## src/rtl/sipo_rx_ctrl_if.sv

```systemverilog
// Serial-side and parallel-side signals of the SIPO frame receiver.
// master = line driver / consumer, slave = the receiver controller.
interface sipo_rx_ctrl_if #(
    parameter int D_SIZE = 4
);
    logic              bit_en;
    logic              serial_in;
    logic              data_ready;
    logic [D_SIZE-1:0] data_out;
    logic              data_valid;
    logic              busy;
    logic              frame_err;
    logic              overrun;

    modport master (
        output bit_en, serial_in, data_ready,
        input  data_out, data_valid, busy, frame_err, overrun
    );

    modport slave (
        input  bit_en, serial_in, data_ready,
        output data_out, data_valid, busy, frame_err, overrun
    );
endinterface

```

## src/rtl/sipo_rx_ctrl.sv

```systemverilog
// Start/data/stop frame controller feeding a D_SIZE-bit MSB-first shift register.
// Optional even-parity bit after the data bits: define SIPO_RX_PARITY_EN.
module sipo_rx_ctrl #(
    parameter int D_SIZE = 4
) (
    input  logic            clk,
    input  logic            rst,
    sipo_rx_ctrl_if.slave   bus
);
    localparam int CW = $clog2(D_SIZE) + 1;

`ifdef SIPO_RX_PARITY_EN
    typedef enum logic [1:0] {IDLE = 2'd0, SHIFT = 2'd1, STOP = 2'd2, PARITY = 2'd3} state_e;
`else
    typedef enum logic [1:0] {IDLE = 2'd0, SHIFT = 2'd1, STOP = 2'd2} state_e;
`endif

    state_e            state_q, state_d;
    logic [CW-1:0]     cnt_q, cnt_d;
    logic [D_SIZE-1:0] shift_q, shift_d;
    logic [D_SIZE-1:0] dout_q, dout_d;
    logic              dv_q, dv_d;
    logic              fe_q, fe_d;
    logic              ov_q, ov_d;
    logic              good;
`ifdef SIPO_RX_PARITY_EN
    logic              par_err_q, par_err_d;
`endif

    always_ff @(posedge clk) begin
        if (!rst) begin
            state_q <= IDLE;
            cnt_q   <= '0;
            shift_q <= '0;
            dout_q  <= '0;
            dv_q    <= 1'b0;
            fe_q    <= 1'b0;
            ov_q    <= 1'b0;
`ifdef SIPO_RX_PARITY_EN
            par_err_q <= 1'b0;
`endif
        end else begin
            state_q <= state_d;
            cnt_q   <= cnt_d;
            shift_q <= shift_d;
            dout_q  <= dout_d;
            dv_q    <= dv_d;
            fe_q    <= fe_d;
            ov_q    <= ov_d;
`ifdef SIPO_RX_PARITY_EN
            par_err_q <= par_err_d;
`endif
        end
    end

    always_comb begin
        state_d = state_q;
        cnt_d   = cnt_q;
        shift_d = shift_q;
        dout_d  = dout_q;
        dv_d    = dv_q;
        fe_d    = 1'b0;
        ov_d    = 1'b0;
        good    = 1'b0;
`ifdef SIPO_RX_PARITY_EN
        par_err_d = par_err_q;
`endif
        // Consumer handshake runs independently of bit_en; a load below overrides it.
        if (dv_q && bus.data_ready)
            dv_d = 1'b0;

        if (bus.bit_en) begin
            case (state_q)
                IDLE: begin
                    if (!bus.serial_in) begin
                        state_d = SHIFT;
                        cnt_d   = '0;
`ifdef SIPO_RX_PARITY_EN
                        par_err_d = 1'b0;
`endif
                    end
                end
                SHIFT: begin
                    shift_d = {shift_q[D_SIZE-2:0], bus.serial_in};
                    cnt_d   = cnt_q + CW'(1);
`ifdef SIPO_RX_PARITY_EN
                    par_err_d = par_err_q ^ bus.serial_in;
                    if (cnt_q == CW'(D_SIZE - 1))
                        state_d = PARITY;
`else
                    if (cnt_q == CW'(D_SIZE - 1))
                        state_d = STOP;
`endif
                end
`ifdef SIPO_RX_PARITY_EN
                PARITY: begin
                    par_err_d = par_err_q ^ bus.serial_in;
                    state_d   = STOP;
                end
`endif
                STOP: begin
                    state_d = IDLE;
`ifdef SIPO_RX_PARITY_EN
                    good = bus.serial_in && !par_err_q;
`else
                    good = bus.serial_in;
`endif
                    if (!good) begin
                        fe_d = 1'b1;
                    end else if (!dv_q || bus.data_ready) begin
                        dout_d = shift_q;
                        dv_d   = 1'b1;
                    end else begin
                        ov_d = 1'b1;
                    end
                end
                default: state_d = IDLE;
            endcase
        end
    end

    assign bus.data_out   = dout_q;
    assign bus.data_valid = dv_q;
    assign bus.busy       = (state_q != IDLE);
    assign bus.frame_err  = fe_q;
    assign bus.overrun    = ov_q;
endmodule

```

## src/flat_wrapper.sv

```systemverilog
// flat-port wrapper written by rule: the top's interface ports become plain ports
module sipo_rx_ctrl_flat 
#(
    parameter int D_SIZE = 4
)
  (clk, rst, bus_bit_en, bus_serial_in, bus_data_ready, bus_data_out, bus_data_valid, bus_busy, bus_frame_err, bus_overrun);
  sipo_rx_ctrl_if #(.D_SIZE(D_SIZE)) bus_i ();
  input  logic clk;
  input  logic rst;
  input wire logic [$bits(bus_i.bit_en)-1:0] bus_bit_en;
  input wire logic [$bits(bus_i.serial_in)-1:0] bus_serial_in;
  input wire logic [$bits(bus_i.data_ready)-1:0] bus_data_ready;
  output wire logic [$bits(bus_i.data_out)-1:0] bus_data_out;
  output wire logic [$bits(bus_i.data_valid)-1:0] bus_data_valid;
  output wire logic [$bits(bus_i.busy)-1:0] bus_busy;
  output wire logic [$bits(bus_i.frame_err)-1:0] bus_frame_err;
  output wire logic [$bits(bus_i.overrun)-1:0] bus_overrun;
  assign bus_i.bit_en = bus_bit_en;
  assign bus_i.serial_in = bus_serial_in;
  assign bus_i.data_ready = bus_data_ready;
  assign bus_data_out = bus_i.data_out;
  assign bus_data_valid = bus_i.data_valid;
  assign bus_busy = bus_i.busy;
  assign bus_frame_err = bus_i.frame_err;
  assign bus_overrun = bus_i.overrun;
  sipo_rx_ctrl #(.D_SIZE(D_SIZE)) u_core (.clk(clk), .rst(rst), .bus(bus_i));
endmodule
```

## config.mk

```make
export PLATFORM = sky130hd
export DESIGN_NAME = sipo_rx_ctrl_flat
export DESIGN_NICKNAME = d
export VERILOG_FILES = /design/src/rtl/sipo_rx_ctrl_if.sv /design/src/rtl/sipo_rx_ctrl.sv /design/src/flat_wrapper.sv
export SDC_FILE = /design/constraint.sdc
export NUM_CORES = 1
export LEC_CHECK = 0
export CAP_MARGIN = 10
export CORE_MARGIN = 5
export CORE_UTILIZATION = 30
export DETAILED_ROUTE_END_ITERATION = 10
export PLACE_DENSITY = 0.54
export SYNTH_ARGS = -nofsm -noshare
export SYNTH_HDL_FRONTEND = slang
export SYNTH_SLANG_ARGS = --single-unit
```

## constraint.sdc

```tcl
create_clock -name clk -period 3.35 [get_ports clk]
set_input_delay 0.8375 -clock clk [delete_from_list [all_inputs] [get_ports clk]]
set_output_delay 0.8375 -clock clk [all_outputs]
set_load 0.01 [all_outputs]
```

==> impl_metrics.json <==
{
  "vias_per_cell": 4.48,
  "worstHoldEndpoint": "u_core.bus.data_out[3]$_SDFFE_PN0P_",
  "cap_violations": 0,
  "syn_inst": 74,
  "total_leakage_power_nw": 0.363,
  "synth-seq-cells": 16,
  "synth-xor-area-share_pct": 0,
  "avgSynthCellArea_um2": 9.99,
  "endpoint_kind": "primary output",
  "r2r_end": "u_core.cnt_q[2]$_SDFFE_PN0P_",
  "gp_congestion": 0.694,
  "row_count": 18,
  "irDropWorstVdd_v": 0.000164,
  "cts.hold.buffers_added": 0,
  "first_pass_iters": 4,
  "die_y_um": 59.6,
  "cp-start-kind": "register",
  "die-area_mm2": 0.00356,
  "post-cts-setup-buffers": 0,
  "ff2ff_setup_slack_ns": 2.13,
  "final_area_um2": 900,
  "seq_area_um2": 320,
  "period_share_pct": 70.2,
  "overflow": 0,
  "synth_area_um2": 739,
  "drc_errors": 0,
  "tightest_slew_ns": 0.625,
  "hold_class": "reg2reg",
  "fill_cells": 244,
  "vias": 515,
  "rsz0062_at_grt": "false",
  "grt_max_degree": 22,
  "clock-sinks": 16,
  "clock.fmax_mhz": 425,
  "multi_input_area_um2": 378,
  "hold_viol_final": 0,
  "grt_pass1_vias": 512,
  "path_clk_slew_ns": 0.10,
  "cts_tree": "done",
  "path_cells": "or2_2 -> clkdlybuf4s50_1",
  "yosysWarnings": 0,
  "fin_ws_ns": 0.997,
  "whs_path_depth": 2,
  "final_max_slew_viol_count": 0,
  "cts_max_level": 1,
  "cts_buffer_depth": 2,
  "ctsResizeCount": 0,
  "cts-root-buf": "clkbuf_4",
  "grt_first_pass_wirelength_um": 2150,
  "final-instance-count-excl-fill": 115,
  "synth-seq-area-share_pct": 43.3,
  "path_max_fanout": 9,
  "setup_tns_ns": 0,
  "rr_worst_depth": 4,
  "ant_nets": 0,
  "place_hpwl_um": 903,
  "drive_gt1_share_pct": 9.41,
  "placedCellCount": 111,
  "grt_antenna_before_repair": 0,
  "nNetsFinal": 93,
  "synth_top_family_by_area": "simple AND/OR/NAND/NOR gates",
  "crit_slowest_cell": "dfxtp_1",
  "numCtsBuffers": 3,
  "start_util_pct": 30.7,
  "num_io_pins": 13,
  "dpl-instance-area_um2": 863,
  "ys_types": 27,
  "io_buffer_count": 12,
  "core_mm2": 0.00241,
  "slew_headroom_pct": 58.2,
  "setup_viol": 0,
  "synth-simple-area-share_pct": 28.6,
  "diodes": 0,
  "dp_slack_ns": 1.11,
  "arrival_ns": 1.52,
  "synth_adder_area_share_pct": 3.38,
  "die_w_um": 59.6,
  "worstReg2RegStart": "u_core.cnt_q[0]$_SDFFE_PN0P_",
  "critical_path_class": "reg2out",
  "power_density_mw_per_mm2": 399,
  "wl_per_cell_um": 10.5,
  "finClkSkew_ns": 0.0105,
  "muxShareOfSynthArea_pct": 12.2,
  "min_from": "u_core.bus.data_out[3]$_SDFFE_PN0P_",
  "grt_usage_pct": 8.23,
  "period_minus_slack_ns": 2.35,
  "syn_nets": 81,
  "clk_latency_ns": 0.28,
  "area_delta_synth_final_pct": 21.7,
  "slowest_delay_ns": 0.53,
  "totalWireLength_um": 1210,
  "synth_compound_area_share_pct": 6.94,
  "outcome": "complete, no violations",
  "drt_iter0_drc": 8,
  "required_ns": 2.51
}
## critical path, delay by kind of cell, from the launching register on
| kind | cells | cell delay [ns] |
|---|---|---|
| buffers and inverters | 1 | 0.52 |
| DFF | 1 | 0.53 |
| and+or+nand+nor | 1 | 0.18 |
## how the worst max path moves through the flow
stage / from / end / slack, ns / depth (start not counted)
2_1_floorplan: u_core.state_q[1]$_SDFFE_PN0P_ / bus_busy / 1.79 / 2
3_3_place_gp: bus_bit_en / u_core.bus.data_out[2]$_SDFFE_PN0P_ / 1.14 / 4
3_5_place_dp: bus_bit_en / u_core.bus.data_out[1]$_SDFFE_PN0P_ / 1.11 / 4
4_1_cts: u_core.state_q[1]$_SDFFE_PN0P_ / bus_busy / 0.99 / 2
5_1_grt: u_core.state_q[1]$_SDFFE_PN0P_ / bus_busy / 0.89 / 2
6_report: u_core.state_q[1]$_SDFFE_PN0P_ / bus_busy / 1.0 / 2
## layout make-up
type                            count  share of cell area [%]
Inverter                            2                   0.834
Sequential cell                    16                    35.6
Multi-Input combinational cell     51                    42.0
Clock buffer                        4                    4.03
Tap cell                           30                    4.17
Timing Repair Buffer               12                    13.4
## power by group
| part | internal (mW) | leakage, nW | switching, mW |
|---|---|---|---|
| sequential | 0.194 | 0.129 | 0.00510 |
| clock | 0.0661 | 0.0210 | 0.0605 |
| combinational | 0.0177 | 0.212 | 0.0159 |
## through the flow
| stage | hold slack [ns] | util [%] | power, mW |
|---|---|---|---|
| 6_report | 0.465 | 37.3 | 0.359 |
| 5_1_grt | 0.492 | 37.3 | 0.382 |
| 4_1_cts | 0.468 | 37.3 | 0.364 |
| 3_5_place_dp | 0.455 | 35.8 | 0.237 |
| 3_3_place_gp | 0.448 | 35.8 | 0.236 |
| 2_1_floorplan | 0.438 | - | 0.227 |
## synthesized netlist by cell type (all sizes together)
| master | number | area (um2) |
|---|---|---|
| dfxtp | 16 | 320 |
| nand2 | 10 | 37.5 |
| mux2i | 9 | 90.1 |
| nor2b | 8 | 50.1 |
| buf | 3 | 26.3 |
| nor2 | 3 | 18.8 |
| o21ai | 3 | 15.0 |
| a21boi | 2 | 15.0 |
| clkbuf | 2 | 7.51 |
| ha | 2 | 25.0 |
| inv | 2 | 7.51 |
| nand2b | 2 | 12.5 |
| nand3b | 2 | 27.5 |
| nand4b | 2 | 32.5 |
| or2 | 2 | 12.5 |
| a21oi | 1 | 5.00 |
| a31oi | 1 | 6.26 |
| and2 | 1 | 6.26 |
| and4 | 1 | 8.76 |
| nand3 | 1 | 5.00 |
| o311a | 1 | 10.0 |
## layout by cell type, fill, tap and decap left out, drive strengths merged, types with 3 or more instances in the layout
master         instances
o21ai                  3
nand2                 10
clkdlybuf4s50         12
dfxtp                 16
nor2b                  8
clkbuf                 4
nor2                   3
mux2i                  9
## routing by layer
layer	vias to the layer above	wire, um	global-route usage [%]
li1	272	-	-
met2	9	583	12.7
met1	232	554	9.59
met3	2	59	2.61
met5	-	0	0
met4	0	15	5.70
## state kept, by name, summed over array words and instances (netlist names)
signal and flops:
u_core.bus.data_out 4, u_core.bus.data_valid 1, u_core.bus.frame_err 1, u_core.bus.overrun 1, u_core.cnt_q 3, u_core.shift_q 4, u_core.state_q 2
## cells by family after synthesis
group / Yosys count
flops: 16
simple gates: 32
fa+ha+maj: 2
mux: 9
buf+inv: 7
compound gates: 8
Power figures use the tool's default switching activity.
